`src/rtl/fetch_pc_unit.sv`:
```
// fetch_pc_unit: IF-stage PC register, next-PC selector and IF/ID register
// for the 5-stage delayed-branch MIPS core.
// Optional build macro PC_ALIGN_CHECK_EN adds the adel_d fetch-address
// error flag and suppresses the fetched word for illegal fetch addresses.

// Next-PC target computation. This block is purely combinational and has no state.
module fetch_npc (
  input  logic [31:0] pc_f,
  input  logic [31:0] pc_d,
  input  logic [1:0]  npc_sel,
  input  logic        br_taken,
  input  logic        bubble,
  input  logic [15:0] imm16,
  input  logic [25:0] instr_index,
  input  logic [31:0] rs_val,
  output logic [31:0] npc
);
  localparam logic [1:0] SEL_SEQ = 2'b00;
  localparam logic [1:0] SEL_BR  = 2'b01;
  localparam logic [1:0] SEL_J   = 2'b10;
  localparam logic [1:0] SEL_JR  = 2'b11;

  logic [31:0] seq_t, br_t, j_t;

  assign seq_t = pc_f + 32'd4;
  assign br_t  = pc_d + 32'd4 + {{14{imm16[15]}}, imm16, 2'b00};
  assign j_t   = {pc_d[31:28], instr_index, 2'b00};

  // Select the redirect. A bubble in ID has no valid control bits, so fetch goes sequential.
  always_comb begin
    npc = seq_t;
    if (!bubble) begin
      unique case (npc_sel)
        SEL_BR:  npc = br_taken ? br_t : seq_t;
        SEL_J:   npc = j_t;
        SEL_JR:  npc = rs_val;
        SEL_SEQ: npc = seq_t;
        default: npc = seq_t;
      endcase
    end
  end
endmodule

module fetch_pc_unit #(
  parameter logic [31:0] RESET_PC = 32'h0000_3000,
  parameter logic [31:0] EXC_PC   = 32'h0000_4180,
  parameter logic [31:0] IMEM_LO  = 32'h0000_3000,
  parameter logic [31:0] IMEM_HI  = 32'h0000_6FFC
) (
  input  logic        clk,
  input  logic        reset,
  input  logic        stall,
  input  logic        exc_req,
  input  logic        eret_req,
  input  logic [31:0] epc,
  input  logic [1:0]  npc_sel,
  input  logic        br_taken,
  input  logic [15:0] imm16,
  input  logic [25:0] instr_index,
  input  logic [31:0] rs_val,
  input  logic [31:0] imem_instr,
  output logic [31:0] pc_f,
  output logic [31:0] instr_d,
  output logic [31:0] pc_d,
  output logic [31:0] pc8_d
`ifdef PC_ALIGN_CHECK_EN
  ,
  output logic        adel_d
`endif
);

  // Redirect request bundle handed from the ID-stage decode to the selector.
  typedef struct packed {
    logic [1:0]  sel;
    logic        taken;
    logic [15:0] imm;
    logic [25:0] idx;
    logic [31:0] rs;
  } redir_req_t;

  redir_req_t  req;
  logic [31:0] npc;
  logic        bubble;
  logic [31:0] fetch_word;

  assign req    = '{sel: npc_sel, taken: br_taken, imm: imm16, idx: instr_index, rs: rs_val};
  assign bubble = (instr_d == 32'd0);
  assign pc8_d  = pc_d + 32'd8;

  fetch_npc u_npc (
    .pc_f        (pc_f),
    .pc_d        (pc_d),
    .npc_sel     (req.sel),
    .br_taken    (req.taken),
    .bubble      (bubble),
    .imm16       (req.imm),
    .instr_index (req.idx),
    .rs_val      (req.rs),
    .npc         (npc)
  );

`ifdef PC_ALIGN_CHECK_EN
  logic adel_f;

  // Fetch address is illegal when misaligned or outside the instruction memory window.
  assign adel_f     = (pc_f[1:0] != 2'b00) || (pc_f < IMEM_LO) || (pc_f > IMEM_HI);
  assign fetch_word = adel_f ? 32'd0 : imem_instr;

  // Address-error flag travels with the IF/ID contents; cleared by the trap/return loads.
  always_ff @(posedge clk or negedge reset) begin
    if (!reset)                    adel_d <= 1'b0;
    else if (exc_req || eret_req)  adel_d <= 1'b0;
    else if (!stall)               adel_d <= adel_f;
  end
`else
  assign fetch_word = imem_instr;
`endif

  // PC and IF/ID update. Trap and return squash the fetched word; stall freezes everything,
  // so a pending redirect is simply re-evaluated once the stall drops.
  always_ff @(posedge clk or negedge reset) begin
    if (!reset) begin
      pc_f    <= RESET_PC;
      instr_d <= 32'd0;
      pc_d    <= 32'd0;
    end else if (exc_req) begin
      pc_f    <= EXC_PC;
      instr_d <= 32'd0;
      pc_d    <= pc_f;
    end else if (eret_req) begin
      pc_f    <= epc;
      instr_d <= 32'd0;
      pc_d    <= pc_f;
    end else if (!stall) begin
      pc_f    <= npc;
      instr_d <= fetch_word;
      pc_d    <= pc_f;
    end
  end

endmodule

```
`config.mk`:
```
export PLATFORM = sky130hd
export DESIGN_NAME = fetch_pc_unit
export DESIGN_NICKNAME = d
export VERILOG_FILES = /design/src/rtl/fetch_pc_unit.sv
export SDC_FILE = /design/constraint.sdc
export NUM_CORES = 1
export LEC_CHECK = 0
export BUFFER_PORTS_ARGS = -buffer_cell sky130_fd_sc_hd__buf_2
export CORE_AREA = 2 2 134 162
export CTS_CLUSTER_DIAMETER = 60
export DETAILED_ROUTE_END_ITERATION = 10
export DIE_AREA = 0 0 136 164
export HOLD_SLACK_MARGIN = 0.08
export PLACE_DENSITY = 0.71
export RECOVER_POWER = 25
export SLEW_MARGIN = 20
export SYNTH_ARGS = -nofsm -noshare
export SYNTH_HDL_FRONTEND = slang
export SYNTH_HIERARCHICAL = 1
export SYNTH_SLANG_ARGS = --single-unit
```
`constraint.sdc`:
```
create_clock -name clk -period 7.14 [get_ports clk]
set_input_delay 1.428 -clock clk [delete_from_list [all_inputs] [get_ports clk]]
set_output_delay 1.428 -clock clk [all_outputs]
set_load 0.05 [all_outputs]
```
==> results.md <==
* Status: finished with violations
* Failing checks: capacitance limit, slew limit
* H-tree Lvls at 3
* Detailed Routing Iterations Pass 1 at 5
* CP Launch Type: input port
* Area grow syn2layout at 22.3%
* Final hold vios at 0
* Hold buffers post-CTS at 0
* Pwr/cell area at 188 mW/mm2
* Crit path depth at 16
* Post-Place Cells at 1411
* Max Cap Violations at 1
* Die Ht at 164 um
* Final std cells w/o fill at 1431
* Post-synthesis mux area share at 0.164
* Root Driver: clkbuf_16
* GR Overflow Total at 0
* LEAKAGE at 5.06 nW
* Setup_tns at 0 ns
* Synth top area share at 0.290
* Met3 Use GR at 0.0349
* Max Fclk at about 230 MHz
* Slowest CP cell: fa_1
* Synthesized area per cell at slightly below 9 um2
* Clock transition at path regs at ~0.08 ns
* RSZ-0062 raised after global routing: no
* Worst-Skew Late Latency at 0.36 ns
* Rel. slew slack at -0.529
* Via density per instance at 5.50
* CTS Sinks at 96
* Gpl congestion at 0.916
* 1st-iter DRT viols at 521
* CP peak stage delay at about 0.44 ns
* Die ar. at 0.0223 mm2
* Post-CTS setup buffers at 0
* Compound-Gate Fraction of Synth Area at 0.138
* Xor/xnor share of the synthesized area at 0.0810
* WL final at 26.4 mm
* Worst hold margin at ~0.55 ns
* Mapped Area at 0.00811 mm2
* Chip width at around 140 um
* Post-synthesis sequential area ratio at 0.296
* Synth Area in Adders at 0.0935
* Share of cells above drive strength 1 at 0.314
* R2R Path End: pc_f[27]$_DFFE_PN0P_
* Vias in the first global route at 7458
* Largest net degree at the start of global routing at 66
* Fin crit share at 0.606
* CP startpoint: imm16[1]
* Final setup viols at 0
* DR vias at 7876
* Slew Limit Fails at between 40 and 50
* Met1 Usage GRT at 0.304
* Nets@finish at 1359
* Final ANT Viol Nets at 0
* Wire length per cell at 18.5 um
* Area leader, netlist: dfrtp_1
* CP max FO at 6
* Worst-Margin Slew at between 2 and 2.5 ns
* Gr busiest metal: met2
* CTS tree: done
* Setup slack after layout at approximately 2.8 ns
* IO Port Bufs at roughly 270
* Crit-path cells: buf_2 -> ha_1 -> ha_1 -> fa_1 -> a211oi_1 -> o21ai_1 -> a21oi_2 -> o32a_4 -> o21a_4 -> o31ai_1 -> xnor2_1 -> o21ai_0 -> mux2i_1 -> nor2_1 -> a21oi_1 -> nor2_1
* Pre-CTS setup slack at ~2.5 ns
* Worst-case clock buffer depth at 2
* FFs w/ async S/R, synth at 1.00
* Row Count at 58
* Worst setup endpoint: pc_f[27]$_DFFE_PN0P_
* Detailed placement HPWL at 19.9 mm
* Yosys reg bits at 96
* Yosys cell types at 68
* CP arrival at approximately 4.5 ns
* Initial core utilization at 0.391
* WP data required at between 7 and 8 ns
* Grt met2 use at 0.401
* Critical path class: in -> reg
* # DRC at 0
* Synth Instances at a little over 900
* Flop2flop setup slack at 3.50 ns
* CP bufs+invs at 1
* Wire length of the first global-routing pass at 40.8 mm
* Crit path time final at 4.33 ns
* R2R depth at 15
* GR Util All Layers at 0.236
* Total power at 0.00187 W
* Worst hold path class: reg -> reg
* Crit Reg-Reg Startpoint: pc_d[3]$_DFFE_PN0P_
* Largest family of logic cells by synthesized area: simple AND/OR/NAND/NOR gates
* Largest delay share family, worst path: compound AO/OA/AOI/OAI gates
* Ys Warns at 6
* Ys flop type: dfrtp_1
* Post-synth EDFFs at 0
* Mapped Nets at 1117
* CTS buffer count at 9
* Peak VDD IR at about 100 uV
* Dominant cells by area after synthesis: dfrtp_1 29%, mux2i_1 11%, ha_1 9.1%
* I/O pin count at 274
* Core footprint at 0.0208 mm2
* Final clock skew at 0.0108 ns
* Nature of the critical path endpoint: flip-flop
* Synth Area in Simple Gates at 0.184
* CTS resizes at 0
* Initial antenna violation count at 3
-- per-stage QoR --
stage          utilization  instance area [um2]
2_1_floorplan            -                 8110
3_3_place_gp         0.462                 9590
3_5_place_dp         0.462                 9590
4_1_cts              0.476                 9890
5_1_grt              0.478                 9920
6_report             0.478                 9920
-- Yosys cell counts (3+ instances only) --
master	instances
o21a_1	5
mux2_2	40
nor2b_1	5
a21o_1	6
nor2_2	3
o31ai_1	3
o221ai_1	12
nand3_1	24
nor4_1	11
a21oi_1	65
nor2_1	133
buf_1	3
and3_1	9
inv_1	18
buf_4	8
nand4_1	17
clkbuf_1	21
dfrtp_1	94
ha_1	59
a211oi_1	5
nor3b_1	3
nand2_1	65
nor3_2	3
o21ai_0	25
buf_6	4
xnor2_1	40
nor3_1	10
xor2_1	35
o22ai_1	13
nand2b_1	8
or3_1	3
and2_1	5
mux2i_1	87
a31o_2	4
a22oi_1	9
buf_2	10
or2_2	3
-- tightest hold or removal path, cell delays in order (launching register included) --
cell     delay [ns]
dfrtp_1        0.37
mux2i_1        0.08
nor2_1         0.07
-- sequential cells by signal (all words and copies together) (netlist names) --
signal	flops
instr_d	32
pc_d	32
pc_f	32
-- where the power goes --
part           leakage, nW  switching (W)  internal (W)
logic                 3.65       0.000475      0.000256
clock network        0.143       0.000252      0.000248
registers             1.26      0.0000619      0.000577
total                 5.06       0.000789       0.00108
-- worst min-delay path by stage --
| stage | startpoint | to | slack [ns] | cells after the start |
|---|---|---|---|---|
| final | instr_d[12]$_DFFE_PN0P_ | instr_d[12]$_DFFE_PN0P_ | 0.55 | 2 |
| after CTS | instr_d[13]$_DFFE_PN0P_ | instr_d[13]$_DFFE_PN0P_ | 0.56 | 2 |
| after floorplan | pc_f[13]$_DFFE_PN1P_ | pc_d[13]$_DFFE_PN0P_ | 0.79 | 1 |
| after global routing | instr_d[6]$_DFFE_PN0P_ | instr_d[6]$_DFFE_PN0P_ | 0.59 | 2 |
| after global placement | instr_d[26]$_DFFE_PN0P_ | instr_d[26]$_DFFE_PN0P_ | 0.53 | 2 |
| after detailed placement | instr_d[13]$_DFFE_PN0P_ | instr_d[13]$_DFFE_PN0P_ | 0.54 | 2 |
-- final cells by class --
class	count	area, um2
antenna	3	7.51
clock buffer	9	225
clock inverter	7	72.6
fill	2070	10800
inverter	18	67.6
multi-input combinational	748	5370
sequential	96	2400
tap	270	338
timing repair buffer	280	1440
-- routing by layer --
metal / share of wire / vias to the layer above
met5: 0 / -
met4: 0.026 / 0
met3: 0.063 / 38
met2: 0.49 / 297
met1: 0.42 / 3761
li1: - / 3780
-- cells by family after synthesis --
group,count (synthesis)
buffers and inverters,67
DFF,96
adders and majority gates,60
and+or+nand+nor,315
xor gates and xnor gates,75
AOI/OAI and AO/OA,170
muxes,128
-- layout by cell type, fill, tap and decap left out, types with 6 or more instances in the layout --
cell       instances
nand3_1           24
o22ai_1           13
nand2_1           65
a22oi_1            9
a21o_1             6
mux2i_1           87
nand4_1           17
ha_1              59
a21oi_1           65
nor3_1            10
and3_1             9
xnor2_1           40
nand2b_1           8
o21ai_0           25
mux2_2            40
xor2_1            35
buf_2            271
nor2_1           133
nor4_1            11
dfrtp_1           94
o221ai_1          12
inv_1             18
clkbuf_16          9
buf_4              7
(Power assumes the default switching activity.)
